File: config.mk
export PLATFORM = sky130hd
export DESIGN_NAME = affine_seq
export DESIGN_NICKNAME = d
export VERILOG_FILES = /design/src/rtl/affine_seq.sv
export SDC_FILE = /design/constraint.sdc
export NUM_CORES = 1
export LEC_CHECK = 0
export CORE_MARGIN = 2
export CORE_UTILIZATION = 45
export DETAILED_ROUTE_END_ITERATION = 10
export DONT_BUFFER_PORTS = 1
export SLEW_MARGIN = 40
export SYNTH_ARGS = -nofsm -noshare
export SYNTH_HDL_FRONTEND = slang
export SYNTH_SLANG_ARGS = --single-unit
File: constraint.sdc
create_clock -name clk -period 2.3 [get_ports clk]
set_clock_uncertainty 0.1 [all_clocks]
set_input_delay 0.345 -clock clk [delete_from_list [all_inputs] [get_ports clk]]
set_output_delay 0.345 -clock clk [all_outputs]
set_load 0.05 [all_outputs]
File: src/rtl/affine_seq.sv
// Affine pixel transform sequencer: drives an external combinational ALU one op per
// clock to compute x' = a11*x + a12*y + b1 and y' = a21*x + a22*y + b2.
module affine_seq #(
  parameter int         n         = 8,
  parameter logic [2:0] FUNC_RA   = 3'd0,
  parameter logic [2:0] FUNC_RADD = 3'd1,
  parameter logic [2:0] FUNC_RMUL = 3'd2
) (
  input  logic         clk,
  input  logic         nReset,
  input  logic         in_valid,
  output logic         in_ready,
  input  logic [n-1:0] x_in,
  input  logic [n-1:0] y_in,
  input  logic         cfg_we,
  input  logic [2:0]   cfg_addr,
  input  logic [n-1:0] cfg_data,
  output logic         cfg_err,
  output logic [n-1:0] alu_a,
  output logic [n-1:0] alu_b,
  output logic [2:0]   alu_func,
  input  logic [n-1:0] alu_result,
  input  logic         alu_flag,
  output logic         out_valid,
  input  logic         out_ready,
  output logic [n-1:0] x_out,
  output logic [n-1:0] y_out,
  output logic         x_zero,
  output logic         y_zero,
  output logic         busy
);

  typedef enum logic [3:0] {
    S_IDLE, S_M1, S_M2, S_A1, S_B1, S_M3, S_M4, S_A2, S_B2, S_DONE
  } state_t;

  localparam int NCOEF = 6;
  localparam int C_A11 = 0;
  localparam int C_A12 = 1;
  localparam int C_A21 = 2;
  localparam int C_A22 = 3;
  localparam int C_B1  = 4;
  localparam int C_B2  = 5;

  state_t       state_q, state_d;
  logic [n-1:0] coef_q [NCOEF];
  logic [n-1:0] coef_d [NCOEF];
  // Snapshot of the coefficients taken when a pair is accepted, so a write landing
  // on the same edge only affects the following pair.
  logic [n-1:0] act_q  [NCOEF];
  logic [n-1:0] act_d  [NCOEF];
  logic [n-1:0] x_q, x_d, y_q, y_d;
  logic [n-1:0] t0_q, t0_d, t1_q, t1_d;
  logic [n-1:0] x_out_q, x_out_d, y_out_q, y_out_d;
  logic         x_zero_q, x_zero_d, y_zero_q, y_zero_d;
  logic         cfg_err_q, cfg_err_d;
  logic         cfg_open;

  always_ff @(posedge clk or negedge nReset) begin
    if (!nReset) begin
      state_q   <= S_IDLE;
      for (int i = 0; i < NCOEF; i++) begin
        coef_q[i] <= '0;
        act_q[i]  <= '0;
      end
      x_q       <= '0;
      y_q       <= '0;
      t0_q      <= '0;
      t1_q      <= '0;
      x_out_q   <= '0;
      y_out_q   <= '0;
      x_zero_q  <= 1'b0;
      y_zero_q  <= 1'b0;
      cfg_err_q <= 1'b0;
    end else begin
      state_q   <= state_d;
      for (int i = 0; i < NCOEF; i++) begin
        coef_q[i] <= coef_d[i];
        act_q[i]  <= act_d[i];
      end
      x_q       <= x_d;
      y_q       <= y_d;
      t0_q      <= t0_d;
      t1_q      <= t1_d;
      x_out_q   <= x_out_d;
      y_out_q   <= y_out_d;
      x_zero_q  <= x_zero_d;
      y_zero_q  <= y_zero_d;
      cfg_err_q <= cfg_err_d;
    end
  end

  assign cfg_open = (state_q == S_IDLE) || (state_q == S_DONE);

  always_comb begin
    state_d   = state_q;
    coef_d    = coef_q;
    act_d     = act_q;
    x_d       = x_q;
    y_d       = y_q;
    t0_d      = t0_q;
    t1_d      = t1_q;
    x_out_d   = x_out_q;
    y_out_d   = y_out_q;
    x_zero_d  = x_zero_q;
    y_zero_d  = y_zero_q;
    cfg_err_d = 1'b0;
    alu_a     = '0;
    alu_b     = '0;
    alu_func  = FUNC_RA;

    if (cfg_we) begin
      if (cfg_open && (cfg_addr < 3'd6)) begin
        for (int i = 0; i < NCOEF; i++) begin
          if (cfg_addr == i[2:0]) coef_d[i] = cfg_data;
        end
      end else begin
        cfg_err_d = 1'b1;
      end
    end

    case (state_q)
      S_IDLE: begin
        if (in_valid) begin
          x_d     = x_in;
          y_d     = y_in;
          act_d   = coef_q;
          state_d = S_M1;
        end
      end
      S_M1: begin
        alu_a = x_q; alu_b = act_q[C_A11]; alu_func = FUNC_RMUL;
        t0_d = alu_result; state_d = S_M2;
      end
      S_M2: begin
        alu_a = y_q; alu_b = act_q[C_A12]; alu_func = FUNC_RMUL;
        t1_d = alu_result; state_d = S_A1;
      end
      S_A1: begin
        alu_a = t0_q; alu_b = t1_q; alu_func = FUNC_RADD;
        t0_d = alu_result; state_d = S_B1;
      end
      S_B1: begin
        alu_a = t0_q; alu_b = act_q[C_B1]; alu_func = FUNC_RADD;
        x_out_d = alu_result; x_zero_d = alu_flag; state_d = S_M3;
      end
      S_M3: begin
        alu_a = x_q; alu_b = act_q[C_A21]; alu_func = FUNC_RMUL;
        t0_d = alu_result; state_d = S_M4;
      end
      S_M4: begin
        alu_a = y_q; alu_b = act_q[C_A22]; alu_func = FUNC_RMUL;
        t1_d = alu_result; state_d = S_A2;
      end
      S_A2: begin
        alu_a = t0_q; alu_b = t1_q; alu_func = FUNC_RADD;
        t0_d = alu_result; state_d = S_B2;
      end
      S_B2: begin
        alu_a = t0_q; alu_b = act_q[C_B2]; alu_func = FUNC_RADD;
        y_out_d = alu_result; y_zero_d = alu_flag; state_d = S_DONE;
      end
      S_DONE: begin
        if (out_ready) state_d = S_IDLE;
      end
      default: state_d = S_IDLE;
    endcase
  end

  assign in_ready  = (state_q == S_IDLE);
  assign busy      = (state_q != S_IDLE);
  assign out_valid = (state_q == S_DONE);
  assign x_out     = x_out_q;
  assign y_out     = y_out_q;
  assign x_zero    = x_zero_q;
  assign y_zero    = y_zero_q;
  assign cfg_err   = cfg_err_q;

endmodule

# Word-level counts from Yosys, hierarchy flattened

Index checks and enable logic that the tools add are counted.

Register bits after elaboration: 151
Bits in latches: 0
RAM bits: 0
Memory bits (read-only): 0
Output and inout bits: 41
Word-level logic and storage cells: 66
Memories kept: 0

$add $sub $neg: 0
$mul: 0
Divide/modulo/power cells: 0
Order comparisons: 1
Equal/unequal tests: 16
Shift operators: 0
Multiplexer cells: 8
Bitwise logic cells: 0
Reductions and logical operators: 19

Operators with widths:

| operator                                              | count |
|---|---|
| one-hot mux 8 bit (7 select lines)                    | 1 |
| one-hot mux 4 bit (10 select lines)                   | 1 |
| one-hot mux 8 bit (3 select lines)                    | 1 |
| AND reduction 3 bit                                   | 6 |
| equality test 4 x 3 -> 1 bit, second input constant   | 4 |
| OR reduction 4 bit                                    | 3 |
| equality test 4 x 2 -> 1 bit, second input constant   | 2 |
| equality test 4 bit, second input constant            | 2 |
| two-way mux 4 bit                                     | 2 |
| equality test 3 x 2 -> 1 bit, second input constant   | 2 |
| equality test 3 bit, second input constant            | 2 |
| OR reduction 2 bit                                    | 3 |
| equality test 4 x 1 -> 1 bit, second input constant   | 1 |
| logical NOT 4 bit                                     | 1 |
| one-hot mux 2 bit (2 select lines)                    | 1 |
| AND reduction 2 bit                                   | 2 |
| nonzero test 4 bit                                    | 1 |
| equality test 3 x 1 -> 1 bit, second input constant   | 1 |
| logical NOT 3 bit                                     | 1 |
| < comparator 3 bit, second input constant             | 1 |
| two-way mux 1 bit                                     | 2 |
| inequality test 2 x 1 -> 1 bit, second input constant | 1 |
| inequality test 2 bit, second input constant          | 1 |
| logical AND 1 bit                                     | 1 |
| logical OR 1 bit                                      | 1 |

# Logic depth before layout (Yosys ltp)

Depth in word-level cells: 5
Mapped depth: 6

# Least setup slack after synthesis

Ideal clock, no wire load.

Path type: register -> output
Start point: register state_q[1]
End point: output port alu_b[0]
Arrival time: 2.048 ns
Data required time: 1.855 ns
Setup slack: -0.193 ns
Stages on the path, launching flop included: 6
Path buffers: 2
Path through: dfrtp_1 buf_6 buf_2 nor3b_1 a32oi_1 o221ai_1

Cells in the longest elaborated chain, start to end: 3
Elaborated cells on any way between the ends: 10
Those cells by class: eq/ne (8); mux (1); reduce/logical (1)

RTL lines:

| what                                                                         | line | text |
|---|---|---|
| start: declaration                                                           | 45   | `state_t state_q, state_d;` |
| start signal: assignment                                                     | 76   | `state_q <= state_d;` |
| equality test 4 x 3 -> 1 bit or equality test 4 x 2 -> 1 bit (tied branches) | 122  | `case (state_q)` |
| OR reduction 2 bit (no source line)                                          | --   |  |
| one-hot mux 8 bit (7 select lines) (*)                                       | 122  |  |
| end: declaration                                                             | 20   | `output logic [n-1:0] alu_b,` |

Every way passes the cells marked *; elsewhere a longest branch is shown, timed or not.

# Final worst setup path

Start point: register state_q[0]
End point: output port alu_b[4]

The elaborated chain is that of the path after synthesis.

==> results.json <==
{
  "slew_headroom_pct": 63.98,
  "yosysSeqAreaShare_pct": 55.83,
  "rsz0062_at_grt": "yes",
  "synthArstFlopShare_pct": 100.0,
  "cts.clk_slew.worst_paths_ns": 0.06,
  "area_growth_pct": 27.93,
  "cp-start-kind": "register",
  "io_buffers": 0,
  "violations": "negative hold slack, negative setup slack",
  "path_common_cell": "buf_12",
  "worst_pin_slew_ns": 0.5404,
  "io_pins": 82,
  "cp_slowest_cell": "dfrtp_2",
  "cap_viol_max_count": 0,
  "start_util_pct": 46.39,
  "first_pass_iters": 4,
  "worst-path-max-fanout": 7,
  "drive_gt1_share_pct": 51.39,
  "fillers": 1106,
  "routedWlPerCell_um": 21.25,
  "p_leak_nw": 4.051,
  "drcViolationCount": 0,
  "reg2reg_depth": 8,
  "min_path_type": "primary input to async pin",
  "ff2ff_setup_slack_ns": 0.10,
  "yosysWarningCount": 0,
  "num_antenna_cells": 0,
  "holdWs_ns": -0.4798,
  "r2r-end": "y_q[6]",
  "viasPerCell": 5.548,
  "syn-num-nets": 477,
  "max_stage_delay_ns": 0.44,
  "cp.required_ns": 1.86,
  "syn_area_per_cell_um2": 15.52,
  "rr_startpoint": "state_q[1]",
  "grt_pass1_wl_um": 24270,
  "synth_edf_count": 0,
  "max_freq_mhz": 404.3,
  "place_area_mm2": 0.007278,
  "wl_um": 15360,
  "grt_max_degree": 152,
  "num_rows": 44,
  "critPathArrivalTime_ns": 2.03,
  "htree_levels": 4,
  "hpwl_um": 9464,
  "grt-ovfl-total": 0,
  "ys_ff_latch": 151,
  "cts_tree": "built",
  "crit_type": "register to output port",
  "maxSlewViolCount": 0,
  "cts_buffer_depth": 2,
  "ant_nets": 0,
  "antenna_found_initial": 0,
  "ys.flop_type": "dfrtp_1",
  "fp.dieW_um": 126.6,
  "crit_chain": "buf_12 -> nor4b_4 -> buf_6 -> o2bb2ai_2 -> a221o_1 -> buf_12",
  "layout_setup_ws_ns": -0.1732,
  "die_y_um": 126.6,
  "clockRootBuffer": "clkbuf_16",
  "netlist_area_mm2": 0.006768,
  "fp.coreArea_mm2": 0.01459,
  "setup_viol": 18,
  "clkLatencyLatePin_ns": 0.42,
  "ir_worst_vdd_v": 0.001090,
  "fin_area_mm2": 0.008658,
  "netlist_instances": 436,
  "ys_types": 48,
  "end_kind": "output port",
  "min_period_over_period_pct": 107.5,
  "die-area_mm2": 0.01604,
  "post-route-util_pct": 59.35,
  "min_period_ns": 2.473,
  "vias": 4011,
  "place_congestion": 0.7877,
  "fin_nets": 567,
  "dr.first_iter.drc_count": 174,
  "cts_buffers": 17,
  "cts.sinks": 151,
  "ctsHoldBuffers": 35,
  "status": "finished, violations left",
  "hold_viol": 151,
  "grt_pass1_vias": 4311,
  "track_usage_pct": 19.92,
  "powerDensity_mw_per_mm2": 1729,
  "setup_total_negative_slack_ns": -2.740
}
-- area by class of cell --
class                      count  area, um^2  share of cell area, %
clock buffer                  24       501.7                  5.795
clock inverter                 8       165.2                  1.908
inverter                       4       17.52                 0.2023
multi-input combinational    258        2950                  34.08
sequential                   151        3784                  43.70
tap                          184       230.2                  2.659
timing repair buffer          94        1010                  11.66
-- layer usage --
metal / GRT usage, % / wire, um
met4: 8.016 / 358
met5: 0 / 0
met3: 5.356 / 802
met2: 31.20 / 7303
met1: 26.43 / 6899
-- registers in the layout, indices dropped and copies added, names as in the netlist, 4 cells and up --
register and cells:
y_q 8, act_q 48, y_out 8, coef_q 48, x_out 8, state_q 4, t0_q 8, x_q 8
t1_q 8
-- how the worst max path moves through the flow --
stage | to | depth (start not counted) | from | slack (ns)
finish | alu_b[4] | 6 | state_q[0] | -0.17
global route | alu_b[6] | 6 | state_q[0] | -0.25
CTS | alu_b[7] | 6 | state_q[1] | -0.16
detailed placement | alu_a[1] | 4 | state_q[1] | 0.13
global placement | alu_b[1] | 6 | state_q[0] | 0.15
floorplan | alu_a[0] | 5 | state_q[3] | -0.02
-- through the flow --
step	cells	setup slack [ns]	total power, mW
after CTS	718	-0.1639	14.89
after global placement	632	0.1460	10.96
after detailed placement	632	0.1294	11.10
after floorplan	436	-0.01606	9.521
after global routing	723	-0.2532	15.63
final	723	-0.1732	14.97
-- where the power goes --
part           internal (mW)  switching [mW]  leakage [nW]
registers               3.89            1.40          1.88
logic                   3.47            3.08          1.84
clock network           2.06            1.06         0.330
-- cell families after synthesis --
group	share of synthesized area, %
AOI/OAI and AO/OA	6.175
xor gates and xnor gates	0.3698
buffers and inverters	2.847
DFF	55.83
muxes	29.01
other	0.05541
and+or+nand+nor	5.713
-- synthesized netlist by cell type (all sizes together), types with 2 or more instances --
cell	instances	share of area [%]
a31oi	2	0.18
xnor2	2	0.37
a21oi	3	0.22
a21o	8	0.89
nor3b	3	0.57
and4b	2	0.30
nor4b	3	0.83
buf	23	2.6
a211o	2	0.26
nand3b	2	0.22
mux2i	6	0.89
a32oi	3	0.39
a22oi	4	0.44
and3	2	0.18
a22o	14	1.8
a221o	2	0.30
a2bb2oi	3	0.39
or3b	2	0.26
and2	2	0.18
nand2	8	0.55
o221ai	3	0.39
nand3	4	0.59
inv	4	0.22
o2bb2ai	4	0.52
mux2	149	28
dfrtp	151	56
nor2b	4	0.37
nor4bb	4	0.59
nor2	8	0.48
-- critical path: cells and delay by family (launching register included) --
kind / cells / cell delay (ns)
and+or+nand+nor: 1 / 0.33
AOI/OAI and AO/OA: 2 / 0.32
DFF: 1 / 0.44
buffers and inverters: 3 / 0.51
-- timing repair --
| action | in CTS | in global routing |
|---|---|---|
| hold endpoints to repair | 250 | 151 |
| setup buffers | 18 | 6 |
| pin swaps | 22 | 9 |
| setup endpoints to repair | 20 | 35 |
| gates cloned | 1 | 0 |
| gates resized for setup | 30 | 9 |
-- placed cells by master, fill, tap and decap left out, types with 3 or more instances in the layout --
cell           count
o221ai_2           3
nor3b_4            3
dfrtp_2            4
clkbuf_8           5
nand3_2            4
clkinv_2           3
mux2i_1            6
inv_1              3
nor2_1             5
clkbuf_16         17
a22oi_1            3
dlygate4sd3_1     35
nor2b_1            3
buf_12            14
mux2_4            60
a21o_4             8
a32oi_1            3
nor4bb_1           4
a22o_1            14
a21oi_1            3
nand2_1            7
buf_4             35
bufinv_16          5
dfrtp_1          147
mux2_2            89
buf_6              9
(Power assumes the default switching activity.)
